`config.mk`:
```
export PLATFORM = sky130hd
export DESIGN_NAME = pipe_hazard_ctrl_flat
export DESIGN_NICKNAME = d
export VERILOG_FILES = /design/src/rtl/pipe_hazard_ctrl_if.sv /design/src/rtl/pipe_hazard_ctrl.sv /design/src/flat_wrapper.sv
export SDC_FILE = /design/constraint.sdc
export NUM_CORES = 1
export LEC_CHECK = 0
export ABC_AREA = 1
export BUFFER_PORTS_ARGS = -buffer_cell sky130_fd_sc_hd__buf_2
export CORE_ASPECT_RATIO = 1.25
export CORE_MARGIN = 2
export CORE_UTILIZATION = 40
export CTS_CLUSTER_SIZE = 40
export DETAILED_ROUTE_END_ITERATION = 7
export GPL_TIMING_DRIVEN = 0
export HOLD_SLACK_MARGIN = 0.03
export SLEW_MARGIN = 20
export SYNTH_ARGS = -nofsm -noshare
export SYNTH_HDL_FRONTEND = slang
export SYNTH_SLANG_ARGS = --single-unit
```
`constraint.sdc`:
```
create_clock -name clk -period 2.8 [get_ports clk]
set_input_delay 0.56 -clock clk [delete_from_list [all_inputs] [get_ports clk]]
set_output_delay 0.56 -clock clk [all_outputs]
set_load 0.005 [all_outputs]
```
`src/rtl/pipe_hazard_ctrl_if.sv`:
```
// Issue-side bundle between decode and the hazard/forwarding controller.
//
// Handshake: decode holds issue_valid and the operand/destination fields
// stable for the cycle. The instruction is taken in that cycle when
// issue_ready=1 and issue_kill=0. When issue_kill=1 the issue is discarded
// as wrong-path even though issue_ready=1. When issue_ready=0 decode must
// present the same instruction again next cycle.
//
// master : decode side (drives issue_* and branch_taken)
// slave  : pipe_hazard_ctrl (drives ready/kill, forwarding selects, flush,
//          stall_count and the fsm_state debug bit)
interface pipe_hazard_ctrl_if #(
    parameter int RA_W  = 5,
    parameter int DEPTH = 3
);
    localparam int SEL_W = $clog2(DEPTH + 1);

    logic             issue_valid;
    logic [RA_W-1:0]  issue_rs1;
    logic [RA_W-1:0]  issue_rs2;
    logic             issue_uses_rs1;
    logic             issue_uses_rs2;
    logic [RA_W-1:0]  issue_rd;
    logic             issue_wen;
    logic             issue_is_load;
    logic             branch_taken;
    logic             issue_ready;
    logic             issue_kill;
    logic [SEL_W-1:0] fwd_sel_rs1;
    logic [SEL_W-1:0] fwd_sel_rs2;
    logic             flush;
    logic [15:0]      stall_count;
    logic             fsm_state;

    modport master (
        output issue_valid, issue_rs1, issue_rs2, issue_uses_rs1,
               issue_uses_rs2, issue_rd, issue_wen, issue_is_load,
               branch_taken,
        input  issue_ready, issue_kill, fwd_sel_rs1, fwd_sel_rs2,
               flush, stall_count, fsm_state
    );

    modport slave (
        input  issue_valid, issue_rs1, issue_rs2, issue_uses_rs1,
               issue_uses_rs2, issue_rd, issue_wen, issue_is_load,
               branch_taken,
        output issue_ready, issue_kill, fwd_sel_rs1, fwd_sel_rs2,
               flush, stall_count, fsm_state
    );
endinterface

```
`src/rtl/pipe_hazard_ctrl.sv`:
```
// Hazard and forwarding controller for the in-order integer pipeline.
// Tracks DEPTH in-flight register writes, selects the forwarding source per
// operand (youngest match wins), stalls on load-use, and kills FLUSH_SLOTS
// issue cycles after a taken branch.
//
// Ports:
//   clk   : rising-edge clock
//   reset : asynchronous, active-low
//   bus   : pipe_hazard_ctrl_if.slave (issue handshake, branch_taken,
//           fwd selects, flush pulse, stall_count, fsm_state debug bit)
module pipe_hazard_ctrl #(
    parameter int RA_W        = 5,
    parameter int DEPTH       = 3,
    parameter int LOAD_LAT    = 1,
    parameter int FLUSH_SLOTS = 1
) (
    input  logic                clk,
    input  logic                reset,
    pipe_hazard_ctrl_if.slave   bus
);
    localparam int SEL_W = $clog2(DEPTH + 1);
    localparam int CNT_W = (FLUSH_SLOTS > 1) ? $clog2(FLUSH_SLOTS) : 1;

    typedef enum logic {IDLE = 1'b0, FLUSH = 1'b1} state_t;

    state_t state, state_nx;
    logic [CNT_W-1:0] cnt, cnt_nx;

    // Index 0 holds stage 1 (youngest), index DEPTH-1 holds stage DEPTH.
    logic [DEPTH-1:0]           sb_valid;
    logic [DEPTH-1:0][RA_W-1:0] sb_rd;
    logic [DEPTH-1:0]           sb_load;

    logic [SEL_W:0]   look1, look2;
    logic             haz, kill, ready, insert;

    // Returns {hazard, sel}. Scanning from oldest to youngest lets the
    // youngest match overwrite older ones.
    function automatic logic [SEL_W:0] lookup(
        input logic                       used,
        input logic [RA_W-1:0]            src,
        input logic [DEPTH-1:0]           v,
        input logic [DEPTH-1:0][RA_W-1:0] rd,
        input logic [DEPTH-1:0]           ld
    );
        logic [SEL_W-1:0] sel;
        logic             h;
        sel = '0;
        h   = 1'b0;
        if (used && (src != '0)) begin
            for (int k = DEPTH; k >= 1; k--) begin
                if (v[k-1] && (rd[k-1] == src)) begin
                    sel = SEL_W'(k);
                    h   = ld[k-1] && (k <= LOAD_LAT);
                end
            end
        end
        return {h, sel};
    endfunction

    always_comb begin
        look1  = lookup(bus.issue_uses_rs1, bus.issue_rs1, sb_valid, sb_rd, sb_load);
        look2  = lookup(bus.issue_uses_rs2, bus.issue_rs2, sb_valid, sb_rd, sb_load);
        haz    = look1[SEL_W] | look2[SEL_W];
        kill   = bus.branch_taken | (state == FLUSH);
        // A wrong-path issue is consumed (and dropped), so stalls are moot.
        ready  = kill | ~haz;
        insert = bus.issue_valid & ready & ~kill & bus.issue_wen
                 & (bus.issue_rd != '0);
    end

    assign bus.issue_ready = ready;
    assign bus.issue_kill  = kill;
    assign bus.fwd_sel_rs1 = look1[SEL_W-1:0];
    assign bus.fwd_sel_rs2 = look2[SEL_W-1:0];
    assign bus.fsm_state   = state;

    always_comb begin
        state_nx = state;
        cnt_nx   = cnt;
        if (bus.branch_taken) begin
            // The branch cycle itself is slot 1; the counter covers the rest.
            if (FLUSH_SLOTS > 1) begin
                state_nx = FLUSH;
                cnt_nx   = CNT_W'(FLUSH_SLOTS - 1);
            end else begin
                state_nx = IDLE;
                cnt_nx   = '0;
            end
        end else if (state == FLUSH) begin
            cnt_nx = cnt - CNT_W'(1);
            if (cnt_nx == '0) begin
                state_nx = IDLE;
            end
        end
    end

    always_ff @(posedge clk or negedge reset) begin
        if (!reset) begin
            state <= IDLE;
            cnt   <= '0;
        end else begin
            state <= state_nx;
            cnt   <= cnt_nx;
        end
    end

    always_ff @(posedge clk or negedge reset) begin
        if (!reset) begin
            sb_valid <= '0;
            sb_rd    <= '0;
            sb_load  <= '0;
        end else begin
            for (int k = DEPTH - 1; k >= 1; k--) begin
                sb_valid[k] <= sb_valid[k-1];
                sb_rd[k]    <= sb_rd[k-1];
                sb_load[k]  <= sb_load[k-1];
            end
            sb_valid[0] <= insert;
            sb_rd[0]    <= bus.issue_rd;
            sb_load[0]  <= bus.issue_is_load;
        end
    end

    always_ff @(posedge clk or negedge reset) begin
        if (!reset) begin
            bus.flush       <= 1'b0;
            bus.stall_count <= '0;
        end else begin
            bus.flush <= bus.branch_taken;
            if (bus.issue_valid && !ready && (bus.stall_count != 16'hFFFF)) begin
                bus.stall_count <= bus.stall_count + 16'd1;
            end
        end
    end
endmodule
```
`src/flat_wrapper.sv`:
```
// flat-port wrapper written by rule: the top's interface ports become plain ports
module pipe_hazard_ctrl_flat 
#(
    parameter int RA_W        = 5,
    parameter int DEPTH       = 3,
    parameter int LOAD_LAT    = 1,
    parameter int FLUSH_SLOTS = 1
)
  (clk, reset, bus_issue_valid, bus_issue_rs1, bus_issue_rs2, bus_issue_uses_rs1, bus_issue_uses_rs2, bus_issue_rd, bus_issue_wen, bus_issue_is_load, bus_branch_taken, bus_issue_ready, bus_issue_kill, bus_fwd_sel_rs1, bus_fwd_sel_rs2, bus_flush, bus_stall_count, bus_fsm_state);
  pipe_hazard_ctrl_if #(.RA_W(RA_W), .DEPTH(DEPTH)) bus_i ();
  input  logic clk;
  input  logic reset;
  input wire logic [$bits(bus_i.issue_valid)-1:0] bus_issue_valid;
  input wire logic [$bits(bus_i.issue_rs1)-1:0] bus_issue_rs1;
  input wire logic [$bits(bus_i.issue_rs2)-1:0] bus_issue_rs2;
  input wire logic [$bits(bus_i.issue_uses_rs1)-1:0] bus_issue_uses_rs1;
  input wire logic [$bits(bus_i.issue_uses_rs2)-1:0] bus_issue_uses_rs2;
  input wire logic [$bits(bus_i.issue_rd)-1:0] bus_issue_rd;
  input wire logic [$bits(bus_i.issue_wen)-1:0] bus_issue_wen;
  input wire logic [$bits(bus_i.issue_is_load)-1:0] bus_issue_is_load;
  input wire logic [$bits(bus_i.branch_taken)-1:0] bus_branch_taken;
  output wire logic [$bits(bus_i.issue_ready)-1:0] bus_issue_ready;
  output wire logic [$bits(bus_i.issue_kill)-1:0] bus_issue_kill;
  output wire logic [$bits(bus_i.fwd_sel_rs1)-1:0] bus_fwd_sel_rs1;
  output wire logic [$bits(bus_i.fwd_sel_rs2)-1:0] bus_fwd_sel_rs2;
  output wire logic [$bits(bus_i.flush)-1:0] bus_flush;
  output wire logic [$bits(bus_i.stall_count)-1:0] bus_stall_count;
  output wire logic [$bits(bus_i.fsm_state)-1:0] bus_fsm_state;
  assign bus_i.issue_valid = bus_issue_valid;
  assign bus_i.issue_rs1 = bus_issue_rs1;
  assign bus_i.issue_rs2 = bus_issue_rs2;
  assign bus_i.issue_uses_rs1 = bus_issue_uses_rs1;
  assign bus_i.issue_uses_rs2 = bus_issue_uses_rs2;
  assign bus_i.issue_rd = bus_issue_rd;
  assign bus_i.issue_wen = bus_issue_wen;
  assign bus_i.issue_is_load = bus_issue_is_load;
  assign bus_i.branch_taken = bus_branch_taken;
  assign bus_issue_ready = bus_i.issue_ready;
  assign bus_issue_kill = bus_i.issue_kill;
  assign bus_fwd_sel_rs1 = bus_i.fwd_sel_rs1;
  assign bus_fwd_sel_rs2 = bus_i.fwd_sel_rs2;
  assign bus_flush = bus_i.flush;
  assign bus_stall_count = bus_i.stall_count;
  assign bus_fsm_state = bus_i.fsm_state;
  pipe_hazard_ctrl #(.RA_W(RA_W), .DEPTH(DEPTH), .LOAD_LAT(LOAD_LAT), .FLUSH_SLOTS(FLUSH_SLOTS)) u_core (.clk(clk), .reset(reset), .bus(bus_i));
endmodule
```
# Word-level counts from Yosys, hierarchy flattened
# Cells that the tools add are included.
dict set report word_totals {
  reg_bits 38
  inputBits 23
  output_inout_bits 24
  word_cells 59
}
dict set report op_classes {
  add_sub_neg 2
  n_eq_ne 7
  muxes 17
  bitwise_logic 9
  reduce_logical 15
}
# op n
set ops {}
lappend ops {{$eq 5x5->1} 6}
lappend ops {{$add 16x1->16 const B} 1}
lappend ops {{$mux 2} 8}
lappend ops {{$ne 16x16->1 const B} 1}
lappend ops {{$reduce_bool 5->1} 3}
lappend ops {{$logic_and 1x1->1} 10}
lappend ops {{$mux 1} 9}
lappend ops {{$and 1x1->1} 4}
lappend ops {{$or 1x1->1} 3}
lappend ops {{$not 1->1} 2}
lappend ops {{$reduce_bool 2->1} 1}
lappend ops {{$logic_not 1->1} 1}
lappend ops {{$sub 1x1->1 const B} 1}

# Longest topological paths before layout
# Gate-level depths: netlist (run 1).
dict set report depth {
  ltp_word 11
  ltp_mapped 12
  depth_no_buf 11
}

# Least setup slack after synthesis (run 1)
# OpenSTA, ideal clock, no wires.
dict set report synth_timing {
  kind {input-to-output}
  startpoint {in bus_branch_taken}
  endpoint {out bus_issue_ready}
  t_arrival_ns 1.198
  t_required_ns 2.240
  path_slack_ns 1.042
  path_stages 3
  path_buffers 0
  path_cell_list {or2_2 nor2_2 nand2_1}
}
dict set report synth_between {
  elab_chain_len 2
}
# item line_no
set synth_rtl {}
lappend synth_rtl {{start: declaration} flat_wrapper.sv:21} ;# input wire logic [$bits(bus_i.branch_taken)-1:0] bus_branch_taken;
lappend synth_rtl {{$or 1x1->1} pipe_hazard_ctrl.sv:65} ;# kill = bus.branch_taken | (state == FLUSH);
lappend synth_rtl {{$or 1x1->1} pipe_hazard_ctrl.sv:67} ;# ready = kill | ~haz;
lappend synth_rtl {{end: declaration} flat_wrapper.sv:22} ;# output wire logic [$bits(bus_i.issue_ready)-1:0] bus_issue_ready;
# Every way passes these cells.

# Final worst setup path (run 1)
dict set report layout_timing {
  startpoint {in bus_issue_rs2[3]}
  endpoint {out bus_fwd_sel_rs2[0]}
}
dict set report layout_between {
  elab_chain_len 6
  elab_cells_between_ends 12
  classes_between {3 x eq/ne; 4 x mux; 5 x reduce/logical}
}
# item line_no
set layout_rtl {}
lappend layout_rtl {{start: declaration} flat_wrapper.sv:15} ;# input wire logic [$bits(bus_i.issue_rs2)-1:0] bus_issue_rs2;
lappend layout_rtl {{$eq 5x5->1} pipe_hazard_ctrl.sv:52} ;# if (v[k-1] && (rd[k-1] == src)) begin
lappend layout_rtl {{$logic_and 1x1->1} pipe_hazard_ctrl.sv:52}
lappend layout_rtl {{$mux 2 (3 in a row)} pipe_hazard_ctrl.sv:52}
lappend layout_rtl {{$mux 2 *} pipe_hazard_ctrl.sv:50} ;# if (used && (src != '0)) begin
lappend layout_rtl {{end: declaration} flat_wrapper.sv:25} ;# output wire logic [$bits(bus_i.fwd_sel_rs2)-1:0] bus_fwd_sel_rs2;
# Mark *: on every way between the ends. The rest lies on a longest branch, timed or not.

==> results.toml, run 1 <==
[synthesis]
yosysTopAreaCell = "dfrtp_1"
synth_common_cells = "nand2_1, dfrtp_1, inv_1"
synth_top_area_share_pct = 44.4
avgSynthCellArea_um2 = 7.78
synth_warnings = 0
synthCells = 275
ys.flop_type = "dfrtp_1"
ys_seq_area_share_pct = 44.4
synth_area_leaders = "dfrtp_1, nand2_1, xor2_1"
synth-edff-count = 0
synth.most_common_cell = "nand2_1"
synth_nets = 299
ys_types = 30
synth_async_sr_flop_share_pct = 100
syn_area_mm2 = 0.00214
synth-seq-cells = 38

[floorplan]
dieWidth_um = 69.4
pin_count = 47
core_area_mm2 = 0.00512
rows = 29
dieArea_mm2 = 0.00595
start_util_pct = 41.8
die_h_um = 85.8

[sta]
period_needed_ps = 2160
worst_pin_slew_ps = 842
hold_viol_final = 0
max_freq_mhz = 464
rsz0062_at_grt = "no"
fin_skew_ps = 4.07
setup_violations = 0
timing.hold.ws_ps = 369
slew_violations = 0
period_share_pct = 77.0
slew_headroom_pct = 43.9
tns_ps = 0

[power]
fin_total_pwr_mw = 1.07
vdd_drop_max_v = 0.000242
power.leakage_nw = 1.35
p_per_area_mw_per_mm2 = 421

[drt]
drcViolationCount = 0
ant_nets = 0
avgViaCountPerCell = 4.82
drtIter0Drc = 64
routedWlPerCell_um = 12.3
wl_um = 4820
vias = 1883
dr.pass1.iters = 6

[clocking]
clk_pin_slew_worst_paths_ps = 80
cts_root_buf = "clkbuf_8"
cts_tree = "yes"
clkLatencyLatePin_ps = 290
cts_hold_buf = 0
htreeDepth = 2
cts_sinks = 38
cts_buffer_depth = 2
cts_buffers = 5
postCtsSetupBuffers = 0
post_cts_resized = 0

[layout]
fill_cells = 534
nets = 352
multi_input_area_mm2 = 0.00105
syn2layout_area_growth_pct = 18.8
antennaDiodeCount = 0
drive_above_1_share_pct = 22.5
register_area_um2 = 951

[run]
cap_viol_max_count = 0

[worst_setup_path]
path_class = "input pin to output pin"
timing.rr.end = "u_core.bus.stall_count[14]"
crit_path_max_fanout = 6
endpoint_kind = "output pin"
timing.rr.start = "u_core.bus.stall_count[1]"
arrival_ps = 1600
required_ps = 2240
start_kind = "input pin"
rrSetupSlack_ps = 1030
ff2ff_path_depth = 8

[placed_design]
io_buffers = 46
post-dp-hpwl_um = 3750
gp_congestion = 0.863

[global_routing]
grt_max_degree = 39
antenna_found_initial = 0
grt_pass1_vias = 1851
grt_pass1_wl_um = 8300
global_route.usage.total_pct = 17.7
grt_overflow = 0

[run_status]
status = "complete, no violations"

[min_path]
hp-class = "input pin to asynchronous set/reset pin"
## where the power goes
part           internal, mW  switching, mW
Combinational        0.0373         0.0648
Clock                 0.198          0.194
Sequential            0.563         0.0125
Total                 0.798          0.271
## critical path, cell delays in order
cell and delay (ps):
buf_2 140, inv_1 70, o21ai_0 70, nor3_1 260, nand4_1 170, nand3b_1 130
o21ai_0 70, buf_2 130
## layout by cell type, fill, tap and decap left out, drive strengths merged, types with 8 or more instances in the layout
| master | netlist | final |
|---|---|---|
| dfrtp | 38 | 38 |
| nand3 | 13 | 13 |
| nand2 | 97 | 97 |
| inv | 33 | 33 |
| xor2 | 16 | 16 |
| nand4 | 8 | 8 |
| buf | 2 | 48 |
| nor2 | 26 | 26 |
## routing by layer
layer	vias up	GRT usage, %	wire (µm)
met2	47	32.1	2460
met3	13	3.76	227
met4	0	8.02	142
li1	975	-	-
met5	-	0	0
met1	848	19.8	1990
## flip-flops by register name (all words and copies together), names as in the netlist
name                    count
u_core.bus.stall_count     16
u_core.sb_rd               15
u_core.bus.fsm_state        1
u_core.sb_valid             3
u_core.cnt                  1
u_core.sb_load              1
u_core.bus.flush            1
## per-stage QoR
step	instance area, µm²	setup slack [ps]	instances	utilization (%)
finish	2540	644	391	49.7
detailed placement	2450	635	383	47.8
CTS	2540	637	391	49.7
global route	2540	537	391	49.7
global placement	2450	653	383	47.8
floorplan	2140	1040	275	-
## layout make-up
class                   instances  area share [%]
plain buffers                   2           0.738
clock buffers                   6            3.25
clock inverters                 2           0.492
inverters                      33            4.87
multi-input cells             202            41.1
flip-flops and latches         38            37.4
well taps                      62            3.05
repair buffers                 46            9.06
## worst max path at each step
| stage | from | endpoint | slack [ps] | cells past startpoint |
|---|---|---|---|---|
| 2_1_floorplan | bus_branch_taken | bus_issue_ready | 1040 | 3 |
| 3_3_place_gp | bus_issue_rs2[3] | bus_fwd_sel_rs2[0] | 650 | 8 |
| 3_5_place_dp | bus_issue_rs2[3] | bus_fwd_sel_rs2[0] | 640 | 8 |
| 4_1_cts | bus_issue_rs2[3] | bus_fwd_sel_rs2[0] | 640 | 8 |
| 5_1_grt | u_core.sb_rd[5] | bus_fwd_sel_rs2[0] | 540 | 7 |
| 6_report | bus_issue_rs2[3] | bus_fwd_sel_rs2[0] | 640 | 8 |
## cells by family (layout without fill, tap and decap cells)
kind of cell    Yosys count  count (layout)  share of synthesized area (%)
flops                    38              38                           44.4
simple gates            157             157                           33.3
xor+xnor                 22              22                           9.01
fa+ha+maj                 1               1                          0.585
buf+inv                  35              89                           6.67
compound gates           22              22                           5.96
Power figures use the tool's default switching activity.
==> inputs of run 2 (changes only) <==
- ABC_AREA: 1 -> 0
- PLACE_DENSITY: not set -> 0.65
- clock period: 2.8 -> 1.8 ns (I/O delays scaled with it)
==> run 2 against run 1 <==
The run now ends with setup timing left. Global-route usage down 0.062 points. Utilization up 5.5 points. Clock skew about the same. Clock power up 77%.
==> results.toml, run 2 <==
[layout]
largestRegisters = "u_core.bus.stall_count: 16 flops, u_core.sb_rd: 15 flops, u_core.sb_valid: 3 flops"
multi_input_area_um2 = 957
top_register = "u_core.bus.stall_count"
layout.cells.most_common = "buf_2"
largest_register_ffs = 16
register_area_um2 = 952
final_cell_mix = "buf_2, dfrtp_1, xor2_1, xnor2_1, and3_1"
nets = 247
final_cells = 282
fill_cells = 388
antennaDiodeCount = 0
syn2layout_area_growth_pct = 31.9
final_cell_area_mm2 = 0.00244
drive_above_1_share_pct = 39.3

[drt]
routedWlPerCell_um = 14.3
drtIter0Drc = 45
drcViolationCount = 0
dr.pass1.iters = 4
ant_nets = 0
wl_um = 4040
vias = 1422
avgViaCountPerCell = 5.04

[global_routing]
grt_overflow = 0
antenna_found_initial = 0
grt_pass1_vias = 1441
global_route.usage.total_pct = 17.6
grt_max_degree = 39
grt_pass1_wl_um = 6890

[sta]
period_needed_ps = 2210
slew_headroom_pct = 43.0
max_freq_mhz = 453
slew_violations = 0
setup_violations = 22
timing.hold.ws_ps = 181
fin_skew_ps = 3.95
hold_viol_final = 0
rsz0062_at_grt = "yes"
worst_pin_slew_ps = 855
period_share_pct = 123
setup_slack_ps = -405

[synthesis]
synth_async_sr_flop_share_pct = 100
synth_warnings = 0
synth_nets = 182
yosysTopAreaCell = "dfrtp_1"
synth_common_cells = "dfrtp_1, xor2_1, xnor2_1"
synthCells = 158
synth_top_area_share_pct = 51.3
ys.flop_type = "dfrtp_1"
synth_area_leaders = "dfrtp_1, xor2_1, xnor2_1"
ys_types = 26
synth_compound_area_share_pct = 4.86
synth.most_common_cell = "dfrtp_1"
muxShareOfSynthArea_pct = 1.62
avgSynthCellArea_um2 = 11.7
synth-seq-cells = 38
synth-xor-area-share_pct = 20.8
synth_top_family_by_area = "XOR/XNOR gates"
ys_seq_area_share_pct = 51.3
synth-edff-count = 0
synth_fa_ha_area_share_pct = 0.675
yosys.area_share.simple_pct = 19.6
syn_area_mm2 = 0.00185

[min_path]
hp-class = "input pin to asynchronous set/reset pin"

[worst_setup_path]
cpMaxStageDelayCell = "dfrtp_2"
path_cells = "xor2_2 -> nor4_4 -> nand3_2 -> o22ai_4 -> buf_6 -> nand3_2 -> buf_2"
timing.rr.start = "u_core.sb_rd[3]"
endpoint_kind = "output pin"
start_kind = "flip-flop"
required_ps = 1440
critical_path.max_stage_delay_ps = 440
ff2ff_path_depth = 9
path_class = "flip-flop to output pin"
arrival_ps = 1850
rrSetupSlack_ps = -300
crit_path_max_fanout = 3
crit_top_cell = "nand3_2"
timing.rr.end = "u_core.bus.stall_count[12]"

[floorplan]
dieArea_mm2 = 0.00520
start_util_pct = 41.9
rows = 27
core_area_mm2 = 0.00443
dieWidth_um = 64.9
pin_count = 47
die_h_um = 80.1

[clocking]
cts_root_buf = "clkbuf_8"
clk_pin_slew_worst_paths_ps = 70
clkLatencyLatePin_ps = 280
cts_sinks = 38
htreeDepth = 2
cts_buffer_depth = 2
cts_buffers = 5
cts_hold_buf = 0
cts_tree = "yes"

[placed_design]
io_buffers = 46
gp_congestion = 0.749
dp.cells = 262
post-dp-hpwl_um = 2870
dp_slack_ps = -525
dpl_cell_area_mm2 = 0.00218

[power]
internal_power_mw = 1.36
p_clk_share_pct = 39.4
pwr-share-comb_pct = 9.4
vdd_drop_max_v = 0.000480
switching_share_pct = 22.5
p_per_area_mw_per_mm2 = 719
p_sw_mw = 0.395
power.leakage_nw = 1.15
power.share.sequential_pct = 51.2
fin_total_pwr_mw = 1.76

[run_status]
violations = "setup timing"
status = "complete, but fails checks"

[run]
cap_viol_max_count = 0
==> run 2: critical path, delay by kind of cell (launching register included) <==
| family | cells | cell delay, ps |
|---|---|---|
| AOI/OAI and AO/OA | 1 | 200 |
| xor gates and xnor gates | 1 | 160 |
| buffers and inverters | 2 | 270 |
| DFF | 1 | 440 |
| and+or+nand+nor | 3 | 500 |
==> run 2: per-layer routing <==
layer / up-vias / track usage (%) / wire length, µm
li1: 694 / - / -
met1: 681 / 22.7 / 1830
met2: 41 / 28.0 / 1920
met3: 6 / 4.76 / 226
met4: 0 / 7.02 / 68
met5: - / 0 / 0
==> run 2: worst max path at each step <==
stage / start / end / slack (ps) / cells after the start
CTS: u_core.sb_rd[3] / bus_issue_ready / -460 / 7
global placement: bus_issue_rs1[3] / bus_issue_ready / -520 / 8
detailed placement: bus_issue_rs1[3] / bus_issue_ready / -520 / 8
floorplan: u_core.sb_rd[3] / bus_issue_ready / -50 / 6
global route: u_core.sb_rd[3] / bus_issue_ready / -520 / 7
finish: u_core.sb_rd[3] / bus_issue_ready / -410 / 7
==> run 2: power groups by stage <==
stage                     Clock, mW  Combinational, mW  Sequential [mW]
after floorplan                   0             0.0743            0.912
after global placement            0              0.146            0.917
after detailed placement          0              0.148            0.917
after CTS                     0.724              0.166            0.899
after global routing          0.765              0.181            0.903
final                         0.693              0.165            0.900
==> run 2: per-stage QoR <==
step | util, % | setup TNS, ps
after floorplan | - | -72.5
after global placement | 49.2 | -5310
after detailed placement | 49.2 | -5530
after CTS | 55.3 | -5960
after global routing | 55.2 | -6510
final | 55.2 | -4120
==> run 2: repair_timing <==
item / 4_1_cts / 5_1_grt
buffers inserted: 14 / 3
pin swaps: 19 / 9
gates resized for setup: 13 / 6
endpoints found under the setup margin: 22 / 22
==> run 2: cell type report <==
| type | instances | area share [%] |
|---|---|---|
| multi-input cells | 117 | 39.2 |
| flip-flops and latches | 38 | 39.0 |
| repair buffers | 58 | 13.7 |
| clock buffers | 7 | 3.12 |
| well taps | 58 | 2.97 |
| clock inverters | 1 | 1.23 |
| plain buffers | 2 | 0.666 |
| inverters | 1 | 0.154 |
==> run 2: cells by family (layout without fill, tap and decap cells) <==
logic type | Yosys count | in the layout
simple gates | 58 | 58
buf+inv | 3 | 69
compound gates | 12 | 12
mux | 2 | 2
fa+ha+maj | 1 | 1
flops | 38 | 38
xor+xnor | 44 | 44
